<file path="src/rtl/alu_pkg.sv">
// Shared encodings for the execute-stage ALU: operation codes, aluop and funct values.
// Latency: n/a (definitions only); backpressure: n/a.
package alu_pkg;

  localparam logic [3:0] ALU_AND = 4'b0000;
  localparam logic [3:0] ALU_OR  = 4'b0001;
  localparam logic [3:0] ALU_ADD = 4'b0010;
  localparam logic [3:0] ALU_XOR = 4'b0011;
  localparam logic [3:0] ALU_SUB = 4'b0110;
  localparam logic [3:0] ALU_SLT = 4'b0111;
  localparam logic [3:0] ALU_NOR = 4'b1100;

  localparam logic [1:0] ALUOP_ADD   = 2'b00;
  localparam logic [1:0] ALUOP_SUB   = 2'b01;
  localparam logic [1:0] ALUOP_RTYPE = 2'b10;
  localparam logic [1:0] ALUOP_NOR   = 2'b11;

  localparam logic [3:0] FUNCT_ADD = 4'b0000;
  localparam logic [3:0] FUNCT_SUB = 4'b0010;
  localparam logic [3:0] FUNCT_AND = 4'b0100;
  localparam logic [3:0] FUNCT_OR  = 4'b0101;
  localparam logic [3:0] FUNCT_XOR = 4'b0110;
  localparam logic [3:0] FUNCT_NOR = 4'b0111;
  localparam logic [3:0] FUNCT_SLT = 4'b1010;

endpackage

</file>
<file path="src/rtl/add32.sv">
// WIDTH-bit wrap-around adder with no carry out.
// Latency: combinational; backpressure: none.
module add32 #(
  parameter int WIDTH = 32
) (
  input  logic [WIDTH-1:0] a,
  input  logic [WIDTH-1:0] b,
  output logic [WIDTH-1:0] sum
);

  assign sum = a + b;

endmodule

</file>
<file path="src/rtl/alu_exec_unit.sv">
// Execute stage: ALU control decode, combinational ALU, N/V/Z status register, PC+4 and branch-target adders.
// Latency: result/zero/adders combinational, flags one clk edge later; backpressure: none.
module alu_exec_unit
  import alu_pkg::*;
#(
  parameter int WIDTH = 32
) (
  input  logic             clk,
  input  logic             rst,
  input  logic [1:0]       aluop,
  input  logic [3:0]       funct,
  input  logic [WIDTH-1:0] a,
  input  logic [WIDTH-1:0] b,
  input  logic [WIDTH-1:0] pc,
  input  logic [WIDTH-1:0] br_off,
  output logic [3:0]       alu_ctl,
  output logic [WIDTH-1:0] result,
  output logic             zero,
  output logic             status_n,
  output logic             status_v,
  output logic             status_z,
  output logic [WIDTH-1:0] pc_plus4,
  output logic [WIDTH-1:0] br_target
);

  localparam logic [WIDTH-1:0] PC_STEP = WIDTH'(4);

  logic overflow;
  logic slt_bit;

  always_comb begin
    alu_ctl = ALU_ADD;
    case (aluop)
      ALUOP_ADD: alu_ctl = ALU_ADD;
      ALUOP_SUB: alu_ctl = ALU_SUB;
      ALUOP_NOR: alu_ctl = ALU_NOR;
      ALUOP_RTYPE: begin
        case (funct)
          FUNCT_ADD: alu_ctl = ALU_ADD;
          FUNCT_SUB: alu_ctl = ALU_SUB;
          FUNCT_AND: alu_ctl = ALU_AND;
          FUNCT_OR:  alu_ctl = ALU_OR;
          FUNCT_XOR: alu_ctl = ALU_XOR;
          FUNCT_NOR: alu_ctl = ALU_NOR;
          FUNCT_SLT: alu_ctl = ALU_SLT;
          default:   alu_ctl = ALU_ADD;
        endcase
      end
      default: alu_ctl = ALU_ADD;
    endcase
  end

  // Direct signed compare so SLT stays correct when a - b would overflow.
  assign slt_bit = ($signed(a) < $signed(b));

  always_comb begin
    result = '0;
    case (alu_ctl)
      ALU_AND: result = a & b;
      ALU_OR:  result = a | b;
      ALU_ADD: result = a + b;
      ALU_XOR: result = a ^ b;
      ALU_SUB: result = a - b;
      ALU_SLT: result = {{(WIDTH-1){1'b0}}, slt_bit};
      ALU_NOR: result = ~(a | b);
      default: result = '0;
    endcase
  end

  always_comb begin
    overflow = 1'b0;
    case (alu_ctl)
      ALU_ADD: overflow = (a[WIDTH-1] == b[WIDTH-1]) && (result[WIDTH-1] != a[WIDTH-1]);
      ALU_SUB: overflow = (a[WIDTH-1] != b[WIDTH-1]) && (result[WIDTH-1] != a[WIDTH-1]);
      default: overflow = 1'b0;
    endcase
  end

  assign zero = (result == '0);

  // Flags describe the previous cycle's instruction for the brv/baln/blezal logic.
  always_ff @(posedge clk or posedge rst) begin
    if (rst) begin
      status_n <= 1'b0;
      status_v <= 1'b0;
      status_z <= 1'b0;
    end else begin
      status_n <= result[WIDTH-1];
      status_v <= overflow;
      status_z <= zero;
    end
  end

  add32 #(.WIDTH(WIDTH)) u_pc_plus4 (
    .a   (pc),
    .b   (PC_STEP),
    .sum (pc_plus4)
  );

  add32 #(.WIDTH(WIDTH)) u_br_target (
    .a   (pc_plus4),
    .b   (br_off),
    .sum (br_target)
  );

endmodule

</file>
<file path="config.mk">
export PLATFORM = sky130hd
export DESIGN_NAME = alu_exec_unit
export DESIGN_NICKNAME = d
export VERILOG_FILES = /design/src/rtl/alu_pkg.sv /design/src/rtl/add32.sv /design/src/rtl/alu_exec_unit.sv
export SDC_FILE = /design/constraint.sdc
export NUM_CORES = 1
export LEC_CHECK = 0
export ABC_AREA = 1
export BUFFER_PORTS_ARGS = -buffer_cell sky130_fd_sc_hd__buf_2
export CORE_MARGIN = 2
export CORE_UTILIZATION = 55
export CTS_CLUSTER_DIAMETER = 80
export DETAILED_ROUTE_END_ITERATION = 8
export GPL_ROUTABILITY_DRIVEN = 0
export PLACE_DENSITY_LB_ADDON = 0.3
export SYNTH_ARGS = -nofsm -noshare
export SYNTH_HDL_FRONTEND = slang
export SYNTH_SLANG_ARGS = --single-unit
</file>
<file path="constraint.sdc">
create_clock -name clk -period 4.2 [get_ports clk]
set_input_delay 0.42 -clock clk [delete_from_list [all_inputs] [get_ports clk]]
set_output_delay 0.42 -clock clk [all_outputs]
set_load 0.02 [all_outputs]
</file>
==> impl_metrics.csv <==
group,metric,value,unit
global_route,grt_overflow_total,0,
layout,final_common_cell,"nand2_1",
detailed_routing,viasPerCell,5.55,
synth,synth-edff-count,0,
placement,numPortBuffers,239,
placement,post_dp_cell_area,11100,um^2
detailed_routing,num_vias,13062,
synth,syn_nets,2173,
critical_path,path_max_fanout,3,
clocking,cts_tree,"built",
timing,maxSlewViolCount,0,
detailed_routing,ant_nets,0,
power,pwr-share-comb,0.906,
global_route,top_usage_layer,"met2",
timing,relSlewSlack,0.489,
critical_path,start_kind,"primary input",
synth,ys_warn_count,0,
placement,dp_hpwl,29600,um
synth,ys_seq_area_frac,0.00777,
global_route,use_met1,0.439,
power,switchingPower,1.22,mW
global_route,grtUsageMet2,0.623,
critical_path,path_class,"in2out",
floorplanning,die_w,137,um
power,clkPwrFrac,0.077,
synth,ys.flop_type,"dfrtp_1",
global_route,grt_pass1_wl,54700,um
synth,netlist_area,9660,um^2
floorplanning,dieArea,18600,um^2
floorplanning,start_util,0.561,
timing,finalCritPeriodShare,0.976,
timing,finalHoldViolations,0,
layout,antenna_cells,0,
power,leakagePower,7.17,nW
detailed_routing,routed_wl,36000,um
critical_path,worst_ep_required_time,3.78,ns
global_route,antenna_found_initial,0,
floorplanning,die_h,137,um
clocking,path_clk_slew,0.03,ns
timing,setup_viol_count_final,0,
clocking,clockBufferDepth,2,
critical_path,worst_setup_path_end_kind,"output port",
power,p_int,0.739,mW
detailed_routing,wl_per_cell,15.3,um
layout,final_cell_area,11500,um^2
timing,grt_setup_unrepaired,"true",
power,ir_worst_vdd,0.216,mV
layout,syn2layout_area_growth,19.1,%
timing,worst_pin_slew,0.766,ns
timing,period_needed,4.10,ns
power,p_per_area,170,nW/um^2
run,drv_cap,0,
synth,avgSynthCellArea,5.10,um^2
clocking,h-tree-depth,1,
outcome,status,"complete, no violations",
global_route,grt_pass1_vias,11675,
critical_path,cp.arrival,3.68,ns
power,power_switching_share,0.622,
clocking,root_buffer,"clkbuf_16",
synth,ys_ff_latch,3,
global_route,grt_use_met3,0.0470,
power,pwr-share-seq,0.017,
layout,nets,2408,
detailed_routing,drc,0,
layout,fin_util,0.667,
synth,syn_inst,1895,
critical_path,crit_path_start,"pc[2]",
clocking,cts_sinks,3,
floorplanning,row_count,48,
synth,synth_cell_types,47,
layout,drive_gt1_frac,0.164,
detailed_routing,first_iter_violations,1463,
global_route,grt_usage,0.363,
timing,max_freq,0.244,GHz
floorplanning,core_region_area,17200,um^2
worst_hold_path,hold_path.class,"in2async",
floorplanning,ios,240,
global_route,grt_max_degree,28,
detailed_routing,drtPass1Iterations,7,
layout,mostFrequentLayoutCells,"nand2_1 (595), inv_1 (395), buf_2 (233)",
synth,async_flop_share,1.00,
clocking,cts-buffers-inserted,3,
==> worst max-delay path, stage by stage <==
cell and delay, ns:
buf_8 0.07, buf_6 0.09, nand3_4 0.08, inv_2 0.06, nand3_2 0.06, or2_4 0.27, nor2_4 0.13, nand2_4 0.08
nor2_4 0.16, nand3_4 0.10, nor2_4 0.13, nand2_2 0.06, xor2_1 0.14, inv_1 0.11, ha_4 0.26, buf_4 0.15
a21oi_2 0.17, o21ai_1 0.10, a21oi_1 0.15, o211ai_1 0.16, nand2_1 0.09, o211ai_1 0.15, nand2_1 0.12, nand2_1 0.06
xor2_1 0.16, buf_4 0.15
==> cells in the mapped netlist, types with 12 or more instances <==
cell type	number	area, um^2
a21oi_1	85	425
buf_2	31	155
ha_1	139	1740
inv_1	396	1490
nand2_1	601	2260
nand2_2	12	75.1
nand3_1	162	811
nand4_1	25	156
nor2_1	192	721
nor3_1	19	95.1
o21ai_0	56	280
o22ai_1	13	81.3
xnor2_1	20	175
xor2_1	37	324
==> area by class of cell <==
type / count / area [um^2]
tap: 225 / 282
inverter: 405 / 1520
timing repair buffer: 270 / 1460
fill: 1698 / 5730
sequential: 3 / 75.1
multi-input combinational: 1447 / 8090
clock buffer: 4 / 78.8
==> through the flow <==
| stage | setup TNS [ns] | hold WS [ns] | power (mW) | instances | setup slack [ns] |
|---|---|---|---|---|---|
| floorplan | 0 | 0.174 | 1.17 | 1895 | 0.119 |
| global placement | 0 | 0.280 | 1.67 | 2340 | 0.0823 |
| detailed placement | -0.183 | 0.284 | 1.69 | 2340 | -0.0993 |
| CTS | 0 | 0.0650 | 1.86 | 2346 | 0.0107 |
| global route | -0.346 | 0.0753 | 2.12 | 2354 | -0.108 |
| finish | 0 | 0.0631 | 1.95 | 2354 | 0.100 |
==> state kept, by name (all words and copies together) (netlist names) <==
signal,flops
status_n,1
status_v,1
status_z,1
==> what timing repair did <==
| action | 4_1_cts | 5_1_grt |
|---|---|---|
| gates resized for setup | 1 | 54 |
| setup buffers | 2 | 8 |
| pin swaps | 4 | 19 |
| hold endpoints to repair | 0 | 0 |
| endpoints found under the setup margin | 3 | 8 |
| hold buffers | 0 | 0 |
==> per-layer routing <==
layer  vias up  part of all wire
met5         -                 0
met4         0             0.066
met3       169              0.11
met2       882              0.45
met1      5706              0.37
li1       6305                 -
==> how the worst max path moves through the flow <==
| stage | end | slack (ns) | cells after the start |
|---|---|---|---|
| global placement | br_target[28] | 0.08 | 26 |
| floorplan | br_target[31] | 0.12 | 22 |
| detailed placement | br_target[28] | -0.1 | 26 |
| CTS | br_target[31] | 0.01 | 25 |
| global route | br_target[28] | -0.11 | 26 |
| finish | br_target[28] | 0.10 | 26 |
==> power groups by stage <==
stage	combinational (mW)	sequential (mW)	clock [mW]
6_report	1.77	0.0329	0.151
5_1_grt	1.93	0.0332	0.157
4_1_cts	1.67	0.0329	0.152
3_5_place_dp	1.66	0.0330	0
3_3_place_gp	1.64	0.0329	0
2_1_floorplan	1.14	0.0373	0
==> cell families (layout without fill, tap and decap cells) <==
logic type,count (synthesis),after routing,synth area share
and+or+nand+nor,1052,1052,0.460
AOI/OAI and AO/OA,195,195,0.113
buffers and inverters,445,679,0.181
xor gates and xnor gates,57,57,0.0517
DFF,3,3,0.00777
adders and majority gates,142,142,0.186
muxes,1,1,0.00104
Note: power is estimated with default switching activity, not from simulation.
